--- src/rtl/prng_pkg.sv ---
// Shared types and helpers for the prng_sched block: FSM state encoding,
// default PRNG word width and burst-length decoding.
package prng_pkg;

    typedef enum logic [1:0] {
        IDLE  = 2'd0,
        BURST = 2'd1,
        GAP   = 2'd2
    } prng_sched_state_t;

    localparam int unsigned PRNG_DW  = 32;
    localparam int unsigned LEN_MAXW = 16;

    // A zero length field encodes the maximum burst of 2^lenw words.
    function automatic logic [LEN_MAXW:0] len_decode(input logic [LEN_MAXW-1:0] len,
                                                     input int unsigned lenw);
        logic [LEN_MAXW:0] one;
        one = {{LEN_MAXW{1'b0}}, 1'b1};
        return (len == '0) ? (one << lenw) : {1'b0, len};
    endfunction

endpackage

--- src/rtl/prng_sched_rr_arbiter.sv ---
// Combinational round-robin pick: first set request at or above rr_ptr,
// wrapping modulo NREQ.
module rr_arbiter #(
    parameter int unsigned NREQ = 4,
    parameter int unsigned IW   = $clog2(NREQ)
) (
    input  logic [NREQ-1:0] req,
    input  logic [IW-1:0]   rr_ptr,
    output logic [NREQ-1:0] gnt,
    output logic [IW-1:0]   idx
);

    logic [31:0]   j;
    logic [IW-1:0] jj;
    logic          found;

    always_comb begin
        gnt   = '0;
        idx   = '0;
        found = 1'b0;
        j     = '0;
        jj    = '0;
        for (int unsigned i = 0; i < NREQ; i++) begin
            j  = (32'(rr_ptr) + i) % NREQ;
            jj = IW'(j);
            if (!found && req[jj]) begin
                found   = 1'b1;
                gnt[jj] = 1'b1;
                idx     = jj;
            end
        end
    end

endmodule

--- src/rtl/prng_sched.sv ---
// Round-robin scheduler sharing one PRNG among NREQ burst consumers.
// Define PRNG_SCHED_DISCARD_EN to burn one PRNG word between bursts.
module prng_sched
    import prng_pkg::*;
#(
    parameter int unsigned NREQ = 4,
    parameter int unsigned DW   = PRNG_DW,
    parameter int unsigned LENW = 4
) (
    input  logic                 clk,
    input  logic                 rst,
    input  logic [DW-1:0]        prng_dout,
    output logic                 prng_adv,
    input  logic [NREQ-1:0]      req,
    input  logic [NREQ*LENW-1:0] req_len,
    output logic [NREQ-1:0]      gnt,
    output logic [DW-1:0]        out_data,
    output logic                 out_valid,
    input  logic [NREQ-1:0]      out_ready,
    output logic                 out_last
);

    localparam int unsigned IW = $clog2(NREQ);
    localparam int unsigned CW = LENW + 1;

    prng_sched_state_t state, state_d;

    logic [IW-1:0]   idx, rr_ptr, arb_idx;
    logic [NREQ-1:0] arb_gnt, gnt_q;
    logic [CW-1:0]   cnt;
    logic            sel_ready, last, xfer, start;

    rr_arbiter #(.NREQ(NREQ), .IW(IW)) u_arb (
        .req   (req),
        .rr_ptr(rr_ptr),
        .gnt   (arb_gnt),
        .idx   (arb_idx)
    );

    assign sel_ready = out_ready[idx];
    assign last      = (cnt == CW'(1));
    assign xfer      = (state == BURST) && sel_ready;
    assign start     = (state == IDLE) && (|req);
    assign out_data  = prng_dout;

    // State register
    always_ff @(posedge clk) begin
        if (rst) state <= IDLE;
        else     state <= state_d;
    end

    // Next-state logic
    always_comb begin
        state_d = state;
        case (state)
            IDLE:  if (|req) state_d = BURST;
            BURST: if (xfer && last) begin
`ifdef PRNG_SCHED_DISCARD_EN
                state_d = GAP;
`else
                state_d = IDLE;
`endif
            end
            GAP:     state_d = IDLE;
            default: state_d = IDLE;
        endcase
    end

    // Grant latch, burst counter and round-robin pointer
    always_ff @(posedge clk) begin
        if (rst) begin
            idx    <= '0;
            gnt_q  <= '0;
            cnt    <= '0;
            rr_ptr <= '0;
        end else if (start) begin
            idx   <= arb_idx;
            gnt_q <= arb_gnt;
            cnt   <= CW'(len_decode(LEN_MAXW'(req_len[arb_idx*LENW +: LENW]), LENW));
        end else if (xfer) begin
            cnt <= cnt - CW'(1);
            if (last) rr_ptr <= (idx == IW'(NREQ - 1)) ? '0 : idx + IW'(1);
        end
    end

    // Output decode
    always_comb begin
        gnt       = '0;
        out_valid = 1'b0;
        out_last  = 1'b0;
        prng_adv  = 1'b0;
        case (state)
            BURST: begin
                gnt       = gnt_q;
                out_valid = 1'b1;
                out_last  = last;
                prng_adv  = sel_ready;
            end
            GAP:     prng_adv = 1'b1;
            default: ;
        endcase
    end

endmodule
--- config.mk ---
export PLATFORM = sky130hd
export DESIGN_NAME = prng_sched
export DESIGN_NICKNAME = d
export VERILOG_FILES = /design/src/rtl/prng_pkg.sv /design/src/rtl/prng_sched_rr_arbiter.sv /design/src/rtl/prng_sched.sv
export SDC_FILE = /design/constraint.sdc
export NUM_CORES = 1
export LEC_CHECK = 0
export ABC_AREA = 1
export ABC_CLOCK_PERIOD_IN_PS = 2600
export CORE_MARGIN = 3
export CORE_UTILIZATION = 39
export CTS_BUF_LIST = sky130_fd_sc_hd__clkbuf_2
export DETAILED_ROUTE_END_ITERATION = 16
export PLACE_DENSITY = 0.86
export SETUP_SLACK_MARGIN = 0.2
export SYNTH_ARGS = -nofsm -noshare
export SYNTH_HDL_FRONTEND = slang
export SYNTH_HIERARCHICAL = 1
export SYNTH_SLANG_ARGS = --single-unit
--- constraint.sdc ---
create_clock -name clk -period 2.6 [get_ports clk]
set_input_delay 0.26 -clock clk [delete_from_list [all_inputs] [get_ports clk]]
set_output_delay 0.26 -clock clk [all_outputs]
set_load 0.005 [all_outputs]
Yosys cells after proc, flatten, opt, wreduce, memory -nomap -nowiden
Index checks and enable logic that the tools add are counted.
{"block": "totals", "regBits": 15, "input_bits": 58, "out_inout_bits": 39}
{"block": "op_classes", "addsub": 5, "magnitude_cmp": 9, "eq_ne": 6, "n_shift": 1, "mux": 40, "bitwise": 4, "n_reduce_logical": 19}
{"op": "$mux 4", "count": 5}
{"op": "$shiftx 16x5->4", "count": 1}
{"op": "$lt 2x3->1 const B", "count": 5}
{"op": "$mux 5", "count": 3}
{"op": "$mux 1", "count": 14}
{"op": "$mux 2", "count": 7}
{"op": "$or 4x4->4", "count": 3}
{"op": "$bmux 1 s2", "count": 5}
{"op": "$logic_and 1x1->1", "count": 10}
{"op": "$demux 1 s2", "count": 4}
{"op": "$ge 2x1->1 const B", "count": 4}
{"op": "$eq 5x1->1 const B", "count": 1}
{"op": "$sub 5x1->5 const B", "count": 1}
{"op": "$add 2x1->2 const B", "count": 2}
{"op": "$add 2x2->2 const B", "count": 2}
{"op": "$eq 2x2->1 const B", "count": 2}
{"op": "$logic_not 4->1", "count": 1}
{"op": "$ne 2x1->1 const B", "count": 2}
{"op": "$pmux 2 s2", "count": 1}
{"op": "$reduce_or 4->1", "count": 1}
{"op": "$logic_not 1->1", "count": 3}
{"op": "$reduce_and 3->1", "count": 1}
{"op": "$eq 2x1->1 const B", "count": 1}
{"op": "$logic_not 2->1", "count": 1}
{"op": "4 further kinds", "count": 4}

Logic depth before layout (Yosys ltp)
Gate-level depths: netlist (run 1).
{"block": "depth", "ltp_word": 16, "depth_mapped": 19, "depth_no_buf": 17}

Hierarchy
Netlist (run 1), hierarchy kept.
{"module": "prng_sched", "instances": 1, "cells_each": 189, "area_per_inst_um2": 1191.1, "seq_area_each_um2": 280.3}
{"module": "rr_arbiter", "instances": 1, "cells_each": 73, "area_per_inst_um2": 439.2, "seq_area_each_um2": 0.0}

Worst setup path after synthesis (run 1)
Ideal clock, no wire load.
{"block": "synth_path", "path_kind": "register to register", "start": "register rr_ptr[0]", "end": "register cnt[0]", "t_arrival_ps": 2161, "slack_ps": 322, "path_stages_with_launch": 20, "path_cell_list": "dfxtp_1 -> inv_2 -> ha_1 -> inv_1 -> nand2_1 -> nand2_2 -> nor2_4 -> buf_6 -> nand3_1 -> nand3_1 -> buf_6 -> inv_2 -> nand2_1 -> nand3_1 -> nand2_1 -> nand2_2 -> o21ai_1 -> nand2_1 -> inv_1 -> nor2_1"}
{"block": "synth_via", "elab_chain_cells": 16, "word_cells_on_any_way": 28, "classes_between": "add/sub (3); shift (1); mux (17); reduce/logical (7)"}
{"element": "start: declaration", "line": "prng_sched.sv:28", "rtl": "logic [IW-1:0] idx, rr_ptr, arb_idx;"}
{"element": "start signal: assignment", "line": "prng_sched.sv:82", "rtl": "if (last) rr_ptr <= (idx == IW'(NREQ - 1)) ? '0 : idx + IW'(1);"}
{"element": "branches (longest 11 deep; another with $add 2x1->2)"}
{"element": "$mux 2 *", "line": "prng_sched_rr_arbiter.sv:26", "rtl": "if (!found && req[jj]) begin"}
{"element": "named net arb_idx[0]", "line": "prng_sched.sv:28"}
{"element": "$shiftx 16x5->4 *", "line": "prng_sched.sv:79", "rtl": "cnt <= CW'(len_decode(LEN_MAXW'(req_len[arb_idx*LENW +: LENW]), LENW));"}
{"element": "$logic_not 4->1", "line": "prng_pkg.sv:19", "rtl": "return (len == '0) ? (one << lenw) : {1'b0, len};"}
{"element": "$mux 5 *", "line": "prng_pkg.sv:19"}
{"element": "$mux 5 *", "line": "prng_sched.sv:76", "rtl": "end else if (start) begin"}
{"element": "end signal: assignment", "line": "prng_sched.sv:79"}
{"element": "end signal: assignment", "line": "prng_sched.sv:81", "rtl": "cnt <= cnt - CW'(1);"}
{"element": "end: declaration", "line": "prng_sched.sv:30", "rtl": "logic [CW-1:0] cnt;"}
Mark *: on every way through the listed nets, which the timed path passes. The select of a mux whose other input is x is not followed.
A chain may end at the register's enable or synchronous reset.

Worst setup path after layout (run 1)
{"block": "layout_path", "start": "register rr_ptr[1]", "end": "register cnt[4]"}
{"block": "layout_via", "elab_chain_cells": 16, "word_cells_on_any_way": 28, "classes_between": "add/sub (3); shift (1); mux (17); reduce/logical (7)"}
{"element": "branches (longest 11 deep; another with $add 2x1->2)"}
{"element": "$mux 2 *", "line": "prng_sched_rr_arbiter.sv:26"}
{"element": "named net arb_idx[0]", "line": "prng_sched.sv:28"}
{"element": "$shiftx 16x5->4 *", "line": "prng_sched.sv:79"}
{"element": "$logic_not 4->1 *", "line": "prng_pkg.sv:19"}
{"element": "$mux 5 *", "line": "prng_pkg.sv:19"}
{"element": "$mux 5 *", "line": "prng_sched.sv:76"}
Marked as above.

==> results of run 1 <==
==> routing by layer <==
| metal | global-route usage (%) | vias to the layer above |
|---|---|---|
| li1 | - | 820 |
| met1 | 18.63 | 695 |
| met2 | 23.60 | 66 |
| met3 | 1.278 | 27 |
| met4 | 11.48 | 0 |
| met5 | 0 | - |
==> state kept, by name (all words and copies together), names as in the netlist <==
signal,flops
cnt,5
gnt_q,4
idx,2
rr_ptr,2
state,1
==> metrics by stage <==
stage | worst slack (ns) | std cells | power, mW | hold slack, ns
4_1_cts | 0.2070 | 315 | 0.7749 | 0.5034
3_3_place_gp | 0.2264 | 311 | 0.6569 | 0.4694
3_5_place_dp | 0.1044 | 311 | 0.6701 | 0.4758
5_1_grt | 0.1875 | 317 | 0.8599 | 0.5177
2_1_floorplan | 0.3220 | 262 | 0.5952 | 0.3224
6_report | 0.3096 | 317 | 0.7908 | 0.4984
==> timing repair <==
action / in CTS / in global routing
endpoints found under the hold margin: 0 / 0
gates resized for setup: 0 / 5
setup buffers: 0 / 2
setup endpoints to repair: 0 / 5
==> layout make-up <==
cell class | count | share of cell area, %
clock buffer | 3 | 0.8259
clock inverter | 1 | 0.2065
inverter | 31 | 6.607
multi-input combinational | 181 | 53.13
sequential | 14 | 15.42
tap | 48 | 3.304
timing repair buffer | 39 | 20.51
==> critical path, stage by stage (launching register included) <==
cell and delay, ns:
dfxtp_1 0.38, inv_2 0.08, ha_2 0.39, inv_2 0.06, nand2_1 0.06, nand2_1 0.15, nand4_1 0.17, nand3_2 0.15
buf_4 0.18, nand2_1 0.08, nand3_1 0.10, nand2_1 0.09, nand3_1 0.07, nor2_1 0.13, nor2_1 0.06, nor2_1 0.07
==> cell families (layout without fill, tap and decap cells) <==
family / count (synthesis) / in the layout / share of synthesized area, %
and+or+nand+nor: 143 / 143 / 41.98
buffers and inverters: 67 / 74 / 24.64
AOI/OAI and AO/OA: 30 / 30 / 10.05
DFF: 14 / 14 / 17.19
adders and majority gates: 8 / 8 / 6.140
==> power by group through the flow <==
| stage | sequential [mW] | combinational (mW) | clock [mW] |
|---|---|---|---|
| CTS | 0.266 | 0.401 | 0.108 |
| finish | 0.266 | 0.420 | 0.105 |
| detailed placement | 0.271 | 0.400 | 0 |
| global route | 0.270 | 0.474 | 0.116 |
| global placement | 0.269 | 0.388 | 0 |
| floorplan | 0.267 | 0.328 | 0 |
==> worst max path at each step <==
stage / startpoint / endpoint / cells past startpoint
final: rr_ptr[1] / cnt[4] / 15
after global routing: rr_ptr[1] / cnt[4] / 16
after CTS: rr_ptr[1] / cnt[4] / 16
after detailed placement: req[1] / cnt[4] / 16
after global placement: req[3] / cnt[4] / 16
after floorplan: rr_ptr[0] / cnt[0] / 19
==> cells in the final DEF (no fill, tap or decap), types with 3 or more instances in the layout <==
master,instances
a21boi_0,4
a21oi_1,10
buf_4,7
clkbuf_2,3
clkdlybuf4s50_1,32
dfxtp_1,14
ha_1,7
inv_1,23
inv_2,6
nand2_1,60
nand2_2,10
nand3_1,28
nand3_2,6
nand4_1,6
nor2_1,25
o21ai_0,14
==> results.toml, run 1 <==
[status]
status = "finished, final reports clean"

[worst_setup_path]
arrival_ns = 2.51
crit_path_max_fanout = 6
startpoint_type = "flop"
critPathRequiredTime_ns = 2.82
path_class = "reg2reg"
r2r-end = "cnt[4]"
setup.worst_path.end_class = "flop"
r2r_cells = 15
rr_startpoint = "rr_ptr[1]"
r2r_slack_ns = 0.31

[sta]
finalMaxSlewViolations = 0
tns_ns = 0
grt_setup_unrepaired = "false"
final-hold-violation-count = 0
clock-skew-final_ns = 0.01599
post-route-min-period_ns = 2.290
fin_crit_sh_pct = 88.09
clock.fmax_mhz = 436.6
tightest_slew_ns = 0.3271
finalSetupViolCount = 0
slew_headroom_pct = 78.16

[floorplan]
die_area_mm2 = 0.004992
initial_core_util_pct = 42.31
dieHeight_um = 70.66
core_area_mm2 = 0.003854
fp-row-count = 22
fp.dieW_um = 70.66
ios = 97

[pwr]
power_frac_seq_pct = 33.6
power_frac_comb_pct = 53.1
swShare_pct = 42.77
power.switching_uw = 338.2
peakVddDrop_mv = 0.1755
intPower_uw = 452.6
clkPwrFrac_pct = 13.2
power_leakage_nw = 0.8892
power_density_mw_per_mm2 = 435.0

[global_route]
grt_pass1_vias = 1513
grtUsageTotal_pct = 14.91
grt_pass1_wl_um = 6265
grt_max_degree = 18
grt.overflow.total = 0
antenna_found_initial = 0

[cells_and_area]
final_util_pct = 47.18
layout.nets = 336
fillers = 402
seqCellArea_um2 = 280.3
drive_gt1_share_pct = 15.99
antenna_cells = 0
area_delta_synth_final_pct = 11.51
multi_input_area_um2 = 965.9
finalInstanceArea_mm2 = 0.001818

[yosys]
yosysMostFrequentCell = "nand2_1"
syn_area_mm2 = 0.001630
ys_async_sr_fraction_pct = 0
synth_ff_type = "dfxtp_1"
post-synth-top-area-fraction_pct = 17.19
synthDistinctLibCells = 26
synth-edff-count = 0
yosysSeqAreaShare_pct = 17.19
syn_avg_cell_area_um2 = 6.223
synth_common_cells = "60 x nand2_1, 32 x buf_4, 30 x nand3_1"
synth_area_leader_cell = "dfxtp_1"
synthCells = 262
synth_nets = 328
synth_area_leaders = "dfxtp_1 17%, buf_4 15%, nand2_1 14%, nand3_1 9.2%, ha_1 6.1%"
synth.ff_latch_count = 14
yosys_warnings = 6

[clock_network]
h-tree-depth = 1
cts_hold_buf = 0
clock_sinks = 14
cts_buffers = 3
cts_tree = "done"
root_buffer = "clkbuf_2"
cts_buffer_depth = 2
clock_latency_ns = 0.28
clk_pin_slew_ns = 0.15

[detailed_routing]
route.met3.wl_um = 255
wl_met2_um = 1650
drtAntennaViolNets = 0
wl_um = 3724
wire_per_inst_um = 11.75
via_per_inst = 5.073
firstDrtPassIters = 4
drt_iter0_drc = 48
m1WireLength_um = 1653
vias = 1608
route.detailed.drc = 0
top_layer_used = "met4"

[job]
maxCapViolations = 0

[placement]
io_buffers = 32
place_area_mm2 = 0.001767
dpl.hpwl_um = 2917
place_congestion = 1.038

[min_path]
hold_path_class = "reg2reg"
worstHoldEndpoint = "gnt_q[3]"
whs_path_depth = 2
hold_start = "gnt_q[3]"
(Power assumes the default switching activity.)
==> run 2: changes to the inputs <==
--- a/config.mk
+++ b/config.mk
@@ -6,12 +6,12 @@
 export NUM_CORES = 1
 export LEC_CHECK = 0
 export ABC_AREA = 1
-export ABC_CLOCK_PERIOD_IN_PS = 2600
 export CORE_MARGIN = 3
-export CORE_UTILIZATION = 39
-export CTS_BUF_LIST = sky130_fd_sc_hd__clkbuf_2
+export CORE_UTILIZATION = 38
+export CTS_BUF_LIST = sky130_fd_sc_hd__clkbuf_4 sky130_fd_sc_hd__clkbuf_8 sky130_fd_sc_hd__clkbuf_16
 export DETAILED_ROUTE_END_ITERATION = 16
-export PLACE_DENSITY = 0.86
+export PLACE_DENSITY = 0.84
+export RECOVER_POWER = 25
 export SETUP_SLACK_MARGIN = 0.2
 export SYNTH_ARGS = -nofsm -noshare
 export SYNTH_HDL_FRONTEND = slang
==> results.toml, run 2 (synthesis gave the netlist of run 1 again) <==
[status]
status = "finished, final reports clean"

[clock_network]
clk_pin_slew_ns = 0.06
cts_tree = "done"
cts_buffer_depth = 2
cts-resized-gates = 0
clock_latency_ns = 0.25
clock_sinks = 14
root_buffer = "clkbuf_8"
h-tree-depth = 1
cts_buffers = 3
cts_setup_buffers = 0
cts_hold_buf = 0

[cells_and_area]
seqCellArea_um2 = 280.3
multi_input_area_um2 = 965.9
area_delta_synth_final_pct = 12.97
drive_gt1_share_pct = 15.36
reg_top3 = "cnt (5), gnt_q (4)"
final_cells = 317
layout.nets = 334
antenna_cells = 0
finalInstanceArea_mm2 = 0.001842
layout_commonest_cell = "nand2_1"
largest_reg_flops = 5
fillers = 420
top_register = "cnt"
final_cell_mix = "60 x nand2_1, 32 x clkdlybuf4s50_1, 28 x nand3_1"
final_util_pct = 45.39

[global_route]
grt_pass1_wl_um = 6009
grt_pass1_vias = 1487
grt_max_degree = 18
grtUsageTotal_pct = 14.16
grt.overflow.total = 0
antenna_found_initial = 0

[worst_setup_path]
setup.worst_path.end_class = "flop"
crit_path_max_fanout = 7
path_class = "reg2reg"
path_common_cell = "nand2_1"
critPathRequiredTime_ns = 2.79
max_stage_delay_ns = 0.39
arrival_ns = 2.41
crit_path_top_delay_cell = "ha_2"
startpoint_type = "flop"
worstPathCellList = "inv_2 > ha_2 > inv_1 > nand3_1 > nand2_1 > nor2_4 > a21oi_1 > nand3_2 > buf_4 > nand2_1 > nand3_1 > nand2_1 > o21ai_0 > nor2_1 > nor2_1"

[sta]
grt_setup_unrepaired = "true"
final-hold-violation-count = 0
slew_headroom_pct = 78.87
post-route-min-period_ns = 2.212
tightest_slew_ns = 0.3165
layout_setup_ws_ns = 0.3882
finalSetupViolCount = 0
fin_crit_sh_pct = 85.07
finalMaxSlewViolations = 0
tns_ns = 0
clock.fmax_mhz = 452.1
clock-skew-final_ns = 0.001170
fin_hold_ws_ns = 0.4851

[job]
maxCapViolations = 0

[detailed_routing]
vias = 1594
wire_per_inst_um = 11.16
route.detailed.drc = 0
drt_iter0_drc = 118
firstDrtPassIters = 4
drtAntennaViolNets = 0
via_per_inst = 5.028
wl_um = 3537

[placement]
dp_cells = 313
place_congestion = 0.8643
io_buffers = 32
place_area_mm2 = 0.001769
dp_slack_ns = 0.2596
dpl.hpwl_um = 2842

[floorplan]
fp-row-count = 23
die_area_mm2 = 0.005112
initial_core_util_pct = 40.18
ios = 97
fp.dieW_um = 71.50
core_area_mm2 = 0.004058
dieHeight_um = 71.50

[pwr]
peakVddDrop_mv = 0.1891
p_total_uw = 893.3
power_leakage_nw = 0.8935
power_density_mw_per_mm2 = 485.0

[min_path]
hold_path_class = "reg2reg"
## run 2: cell types whose count changed in the layout (fill, tap and decap cells not counted)
cell | before | now
clkbuf_2 | 3 | 0
inv_2 | 6 | 5
clkbuf_8 | 0 | 4
clkinv_1 | 1 | 0
buf_4 | 7 | 5
inv_1 | 23 | 24
## run 2: critical path: cells and delay by family, from the launching register on
kind | cells | cell delay [ns]
AOI/OAI and AO/OA | 2 | 0.27
adders and majority gates | 1 | 0.39
buffers and inverters | 3 | 0.31
DFF | 1 | 0.34
and+or+nand+nor | 9 | 0.84
## run 2: power breakdown
group | internal (mW) | switching (mW) | leakage, nW
combinational | 0.171 | 0.235 | 0.749
clock | 0.134 | 0.0883 | 0.0288
sequential | 0.242 | 0.0238 | 0.116
## run 2: layout make-up
cell class / instances / share of cell area [%]
inverters: 31 / 6.522
multi-input cells: 181 / 52.45
clock buffers: 4 / 2.989
flip-flops and latches: 14 / 15.22
well taps: 50 / 3.397
repair buffers: 37 / 19.43
## run 2: worst paths after layout
kind | start | to | depth (start not counted) | slack (ns)
worst min register to register | gnt_q[1] | gnt_q[1] | 2 | 0.49
worst max register to register | rr_ptr[1] | cnt[1] | 15 | 0.39
worst min-delay path | gnt_q[1] | gnt_q[1] | 2 | 0.49
worst max-delay path | rr_ptr[1] | cnt[1] | 15 | 0.39
## run 2: routing by layer
metal,vias to the layer above,share of wire [%],GRT usage (%)
met4,0,4.2,8.977
met5,-,0,0
met1,694,42,16.95
met3,23,7.1,2.384
met2,61,47,23.37
li1,816,-,-
